--- src/rtl/cp0_int_ctrl.sv ---
// cp0_int_ctrl
// Coprocessor-0 for the five-stage MIPS pipeline. Holds SR, Cause, EPC and
// PRId, arbitrates hardware interrupts against stage-M exceptions and drives
// the handler-entry (take) and EPC signals used for flush / PC redirect.
//
// Parameters:
//   HW_INT_NUM  number of hardware interrupt lines (1..6), IM/IP bits [10+HW_INT_NUM-1:10]
//   PRID_VAL    read-only PRId contents
//   EXC_W       width of the exception code
//
// Ports:
//   clk, reset  clock, synchronous active-high reset
//   we, addr, wdata  mtc0 write from stage M
//   rdata       mfc0 read data, combinational from addr
//   pc, bd      PC and delay-slot flag of the stage-M instruction
//   exc_code    pending stage-M exception code (0 = none)
//   exl_clr     eret in stage M
//   hw_int      external interrupt lines
//   int_req     interrupt accepted this cycle
//   take        handler entry this cycle (interrupt or exception)
//   epc         current EPC
//
// Build option: define CP0_INT_EDGE_EN for synchronised, edge-captured,
// sticky IP bits that software clears through Cause writes. Without it IP
// follows hw_int with one cycle of latency and Cause is read-only.

module cp0_int_ctrl #(
    parameter int          HW_INT_NUM = 6,
    parameter logic [31:0] PRID_VAL   = 32'h0000_7A07,
    parameter int          EXC_W      = 5
) (
    input  logic                  clk,
    input  logic                  reset,
    input  logic                  we,
    input  logic [4:0]            addr,
    input  logic [31:0]           wdata,
    output logic [31:0]           rdata,
    input  logic [31:0]           pc,
    input  logic                  bd,
    input  logic [EXC_W-1:0]      exc_code,
    input  logic                  exl_clr,
    input  logic [HW_INT_NUM-1:0] hw_int,
    output logic                  int_req,
    output logic                  take,
    output logic [31:0]           epc
);

    localparam logic [4:0] ADDR_SR    = 5'd12;
    localparam logic [4:0] ADDR_CAUSE = 5'd13;
    localparam logic [4:0] ADDR_EPC   = 5'd14;
    localparam logic [4:0] ADDR_PRID  = 5'd15;

    logic [HW_INT_NUM-1:0] im;
    logic [HW_INT_NUM-1:0] ip;
    logic                  exl;
    logic                  ie;
    logic                  bd_r;
    logic [EXC_W-1:0]      exc_r;
    logic [31:0]           epc_r;

    logic                  exc_req;
    logic                  mtc0_ok;
    logic [31:0]           epc_new;

    // Place an interrupt vector at bits [10 +: HW_INT_NUM]; higher bits read 0.
    function automatic logic [31:0] place_irq(input logic [HW_INT_NUM-1:0] v);
        logic [31:0] r;
        r = '0;
        for (int i = 0; i < HW_INT_NUM; i++) begin
            r[10+i] = v[i];
        end
        return r;
    endfunction

    // Reset gates the requests so nothing is taken during the reset cycle.
    assign int_req = ~reset & (|(ip & im)) & ie & ~exl;
    assign exc_req = ~reset & (exc_code != '0) & ~exl;
    assign take    = int_req | exc_req;

    // The faulting / interrupted instruction must not commit its mtc0.
    assign mtc0_ok = we & ~take;
    assign epc_new = (bd ? pc - 32'd4 : pc) & 32'hFFFF_FFFC;
    assign epc     = epc_r;

    always_ff @(posedge clk) begin
        if (reset) begin
            im    <= '0;
            exl   <= 1'b0;
            ie    <= 1'b0;
            bd_r  <= 1'b0;
            exc_r <= '0;
            epc_r <= '0;
        end else if (take) begin
            // Handler entry; take implies ~exl so a concurrent eret is moot.
            exl   <= 1'b1;
            bd_r  <= bd;
            exc_r <= int_req ? '0 : exc_code;
            epc_r <= epc_new;
        end else begin
            if (exl_clr) begin
                exl <= 1'b0;
            end
            if (mtc0_ok && addr == ADDR_SR) begin
                im  <= wdata[10 +: HW_INT_NUM];
                exl <= wdata[1];
                ie  <= wdata[0];
            end
            if (mtc0_ok && addr == ADDR_EPC) begin
                epc_r <= wdata & 32'hFFFF_FFFC;
            end
        end
    end

`ifdef CP0_INT_EDGE_EN
    logic [HW_INT_NUM-1:0] sync_p0;
    logic [HW_INT_NUM-1:0] sync_p1;
    logic [HW_INT_NUM-1:0] prev_p2;
    logic [HW_INT_NUM-1:0] rise;
    logic [HW_INT_NUM-1:0] keep;

    // Two-flop synchroniser, then a previous-value flop for 0->1 detection.
    always_ff @(posedge clk) begin
        if (reset) begin
            sync_p0 <= '0;
            sync_p1 <= '0;
            prev_p2 <= '0;
        end else begin
            sync_p0 <= hw_int;
            sync_p1 <= sync_p0;
            prev_p2 <= sync_p1;
        end
    end

    assign rise = sync_p1 & ~prev_p2;
    // Cause writes clear IP bits written as 0; a same-cycle rise still sets.
    assign keep = (mtc0_ok && addr == ADDR_CAUSE) ? wdata[10 +: HW_INT_NUM] : '1;

    always_ff @(posedge clk) begin
        if (reset) begin
            ip <= '0;
        end else begin
            ip <= (ip & keep) | rise;
        end
    end
`else
    always_ff @(posedge clk) begin
        if (reset) begin
            ip <= '0;
        end else begin
            ip <= hw_int;
        end
    end
`endif

    always_comb begin
        rdata = '0;
        case (addr)
            ADDR_SR:    rdata = place_irq(im) | {30'b0, exl, ie};
            ADDR_CAUSE: rdata = {bd_r, 31'b0} | place_irq(ip) | (32'(exc_r) << 2);
            ADDR_EPC:   rdata = epc_r;
            ADDR_PRID:  rdata = PRID_VAL;
            default:    rdata = '0;
        endcase
    end

endmodule

--- config.mk ---
export PLATFORM = sky130hd
export DESIGN_NAME = cp0_int_ctrl
export DESIGN_NICKNAME = d
export VERILOG_FILES = /design/src/rtl/cp0_int_ctrl.sv
export SDC_FILE = /design/constraint.sdc
export NUM_CORES = 1
export LEC_CHECK = 0
export CORE_ASPECT_RATIO = 2
export CORE_MARGIN = 1.5
export CORE_UTILIZATION = 60
export CTS_BUF_LIST = sky130_fd_sc_hd__clkbuf_2
export DETAILED_ROUTE_END_ITERATION = 6
export DONT_BUFFER_PORTS = 1
export GPL_ROUTABILITY_DRIVEN = 0
export MAX_ROUTING_LAYER = met4
export PLACE_DENSITY = 0.79
export SETUP_SLACK_MARGIN = 0.15
export SLEW_MARGIN = 30
export SYNTH_ARGS = -nofsm -noshare
export SYNTH_HDL_FRONTEND = slang
export SYNTH_SLANG_ARGS = --single-unit
--- constraint.sdc ---
create_clock -name clk -period 3.4 [get_ports clk]
set_clock_uncertainty 0.2 [all_clocks]
set_input_delay 0.51 -clock clk [delete_from_list [all_inputs] [get_ports clk]]
set_output_delay 0.51 -clock clk [all_outputs]
set_load 0.05 [all_outputs]
# After elaboration in Yosys (flattened, before gate mapping)
# Cells that the tools add are included.
dict set report word_totals {
  wordCells 41
  output_inout_bits 66
  ff_bits 50
  in_bits 85
}
dict set report classes {
  mux 8
  n_addsub 1
  eq_ne 4
  reduce_logical 7
  n_bitwise 14
}
# op n
set op_table {}
lappend op_table {{32-bit one-hot mux with 4 select lines} 1}
lappend op_table {{32-bit 2-to-1 mux} 3}
lappend op_table {{32-bit by 16-bit OR with 32-bit output} 1}
lappend op_table {{32-bit by 7-bit OR with 32-bit output} 1}
lappend op_table {{32-bit by 3-bit subtractor with 32-bit output (second input constant)} 1}
lappend op_table {{5-bit by 4-bit == test with 1-bit output (second input constant)} 4}
lappend op_table {{16-bit by 2-bit OR with 16-bit output} 1}
lappend op_table {{1-bit AND} 6}
lappend op_table {{6-bit AND} 1}
lappend op_table {{6-bit OR reduction} 1}
lappend op_table {{5-bit 2-to-1 mux} 1}
lappend op_table {{5-bit nonzero test} 1}
lappend op_table {{1-bit 2-to-1 mux} 3}
lappend op_table {{1-bit NOT} 3}
lappend op_table {{3-bit nonzero test} 1}
lappend op_table {{1-bit logical AND} 2}
lappend op_table {{2-bit AND reduction} 1}
lappend op_table {{2-bit nonzero test} 1}
lappend op_table {{1-bit OR} 1}

# Longest topological paths before layout
dict set report logic_depth {
  ltp_word 11
  depth_mapped 7
  mapped_depth_nobuf 7
}

# Least setup slack after synthesis
# Ideal clock, no wire load.
dict set report synth_path {
  kind {input -> output}
  from {input addr[4]}
  to {output rdata[10]}
  stages 4
  path_buffers 1
  path_slack_ps 376
  arrival_time_ps 2314
  path_cell_list {and4bb_2 > clkbuf_1 > a22oi_1 > o21ai_0}
}
dict set report synth_via {
  elab_chain_cells 2
  elab_cells_between_ends 5
  classes_between {eq/ne: 4; mux: 1}
}
# item line_no
set synth_lines {}
lappend synth_lines {{start: declaration} 35} ;# input logic [4:0] addr,
lappend synth_lines {{5-bit by 4-bit == test with 1-bit output} 157} ;# case (addr)
lappend synth_lines {{32-bit one-hot mux with 4 select lines (*)} 157}
lappend synth_lines {{end: declaration} 37} ;# output logic [31:0] rdata,
# Mark *: on every way between the ends. The rest lies on a longest branch, timed or not.

# Worst setup path in the final report
dict set report layout_path {
  from {register ip[4]}
  to {output take}
}
dict set report layout_via {
  elab_chain_cells 6
}
# item line_no
set layout_lines {}
lappend layout_lines {{start: declaration} 54} ;# logic [HW_INT_NUM-1:0] ip;
lappend layout_lines {{start signal: assignment} 150} ;# ip <= hw_int;
lappend layout_lines {{6-bit AND} 76} ;# assign int_req = ~reset & (|(ip & im)) & ie & ~exl;
lappend layout_lines {{6-bit OR reduction} 76}
lappend layout_lines {{1-bit AND (3 in series)} 76}
lappend layout_lines {{1-bit OR} 78} ;# assign take = int_req | exc_req;
lappend layout_lines {{end: declaration} 44} ;# output logic take,
# No other way between the ends.

==> impl_metrics.yaml <==
placement:
  port_buffers: 0
  hpwl_mm: 5.86
  dpl.cell_count: 410
routing:
  vias_per_cell: 6.43
  routed_wirelength_mm: 8.90
  dr.pass1.iters: 5
  wire_per_inst_um: 19.4
  dr.first_iter.drc_count: 66
  drc: 0
  ant_nets: 0
  vias: 2946
clocking:
  numCtsBuffers: 5
  cts_tree: "yes"
  postCtsSetupBuffers: 0
  cts_sinks: 50
  cts_max_path_buffers: 2
  htree_levels: 2
  hold_buffers: 33
  cts_root_buffer: "clkbuf_2"
  clk_latency_ns: 0.46
  ctsResizeCount: 0
  clkTransAtPathRegs_ns: 0.25
logic_synthesis:
  syn_avg_cell_area_um2: 8.39
  ys_ff_latch: 50
  yosysWarningCount: 0
  synth_ff_type: "dfxtp_1"
  synth_edf_count: 0
  ys_seq_area_share_pct: 32.6
  ys_types: 48
  syn_area_mm2: 0.00307
  async_flop_share_pct: 0
  syn_inst: 366
global_routing:
  grt_pass1_wl_mm: 13.3
  grt.overflow.total: 0
  grt_max_degree: 51
  grt_usage_pct: 32.2
  grt_pass1_vias: 2841
  antenna_found_initial: 0
finish:
  area_growth_pct: 18.3
  layout_common_cells: "50 x a211oi_1, 50 x dfxtp_1, 39 x dlygate4sd3_1"
  layout-drive-gt1-share_pct: 9.73
  fillers: 384
  antenna_cells: 0
  multiInputGateArea_mm2: 0.00192
  seq_area_mm2: 0.00100
  final_nets: 486
  final_cells: 458
pwr:
  switching_share_pct: 35.9
  comb_power_share_pct: 18.0
  internal_power_uw: 871
  leakage_nw: 1.36
  vdd_drop_max_uv: 335
  p_sw_uw: 488
  p_seq_share_pct: 58.3
  clkPwrFrac_pct: 23.6
  cellPowerDensity_mw_per_mm2: 374
floorplan:
  die_area_mm2: 0.00558
  pin_count: 151
  die_w_um: 53.6
  fp-row-count: 36
  start_util_pct: 62.5
  die_h_um: 104
  core_mm2: 0.00491
worst_setup_path:
  rr_endpoint: "epc[31]"
  timing.rr.start: "ip[4]"
  cp.required_ns: 2.69
  arrival_ns: 2.25
  crit_buf_inv: 1
  max_stage_delay_ns: 0.61
  startpoint_type: "register"
  path_cells: "a22o_1 > o31ai_1 > a211o_1 > clkinv_2"
  r2r_cells: 6
  cp_top_family: "compound AO/OA/AOI/OAI gates"
  cp_slowest_cell: "clkinv_2"
  end_kind: "primary output"
  crit_type: "reg -> out"
  cp_max_fo: 46
  r2r_slack_ns: 0.73
timing:
  rsz0062_at_grt: "false"
  finalCriticalPeriod_ns: 2.96
  fin_crit_sh_pct: 87.1
  finalHoldViolations: 0
  max_freq_ghz: 0.338
  fin_setup_tns_ns: 0
  finalSetupViolations: 0
  timing.slew.headroom_pct: 39.3
  worst_pin_slew_ns: 0.909
  maxSlewViolCount: 0
job:
  drv_cap: 0
hold_path:
  min_path_cells: 2
  min_to: "epc[20]"
  hold_class: "in -> reg"
  min_from: "pc[20]"
status:
  status: "finished clean"
kinds of logic after synthesis:
kind of cell | share of synthesized area, %
XOR/XNOR | 7.99
buffers and inverters | 4.85
multiplexers | 4.89
flip-flops | 32.6
AND/OR/NAND/NOR | 26.9
AO/OA/AOI/OAI | 22.2
other | 0.122
adder cells (fa/ha/maj) | 0.408
routing by layer:
| metal | up-vias | global-route usage [%] | share of wire [%] |
|---|---|---|---|
| met5 | - | - | 0 |
| met4 | 0 | 11.7 | 2.4 |
| met3 | 19 | 6.90 | 6.8 |
| met2 | 133 | 56.3 | 54 |
| met1 | 1385 | 33.5 | 36 |
| li1 | 1409 | - | - |
power by group through the flow:
stage,Combinational (mW),Clock (mW),Sequential (mW)
CTS,0.234,0.328,0.791
detailed placement,0.190,0,0.803
finish,0.245,0.321,0.793
floorplan,0.178,0,0.790
global route,0.267,0.351,0.799
global placement,0.186,0,0.802
stage by stage:
step | cell area [um2] | worst slack, ns | power [mW] | util (%) | hold slack [ns]
CTS | 3560 | 0.475 | 1.35 | 72.5 | 0.000220
finish | 3630 | 0.440 | 1.36 | 74.0 | 0.0176
detailed placement | 3160 | 0.792 | 0.993 | 64.3 | 0.261
global route | 3630 | 0.300 | 1.42 | 74.0 | 0.00339
floorplan | 3070 | 0.376 | 0.969 | - | 0.237
global placement | 3160 | 0.829 | 0.988 | 64.3 | 0.239
synthesized netlist by cell type, types with 6 or more instances:
master    number  area share, %
clkbuf_1      24            2.9
nor4_1         7            1.4
nand3_1        6           0.98
nand2_1       13            1.6
nor2_1        31            3.8
and3_1        19            3.9
nor2b_1       29            5.9
a21oi_1       10            1.6
a22oi_1       11            2.7
xnor2_1       25            7.1
a211oi_1      50             12
mux2i_1       15            4.9
dfxtp_1       50             33
nor3_1        10            1.6
o21ai_0       11            1.8
worst reg2reg max path, stage by stage, from the launching register on:
cell and delay, ns:
dfxtp_1 0.38, a22o_1 0.26, o31ai_1 0.31, a211o_1 0.22
clkinv_2 0.61, a211oi_1 0.53, a211oi_2 0.08
flip-flops by register name, indices dropped and copies added (netlist names):
register	count
exl	1
bd_r	1
ie	1
epc	30
ip	6
im	6
exc_r	5
worst max-delay path by stage:
stage                      startpoint  depth (start not counted)  slack (ns)   endpoint
after detailed placement  exc_code[0]                          6        0.79    epc[10]
after global placement        addr[4]                          6        0.83  rdata[15]
after CTS                       im[4]                          4        0.47       take
after global routing            ip[4]                          4        0.30       take
final                           ip[4]                          4        0.44       take
after floorplan               addr[4]                          4        0.38  rdata[10]
area by class of cell:
class | instances | area share, %
clock buffers | 5 | 0.689
clock inverters | 3 | 1.10
inverters | 5 | 0.551
multi-input cells | 281 | 53.0
flip-flops and latches | 50 | 27.6
well taps | 57 | 1.96
repair buffers | 57 | 15.2
(Power assumes the default switching activity.)
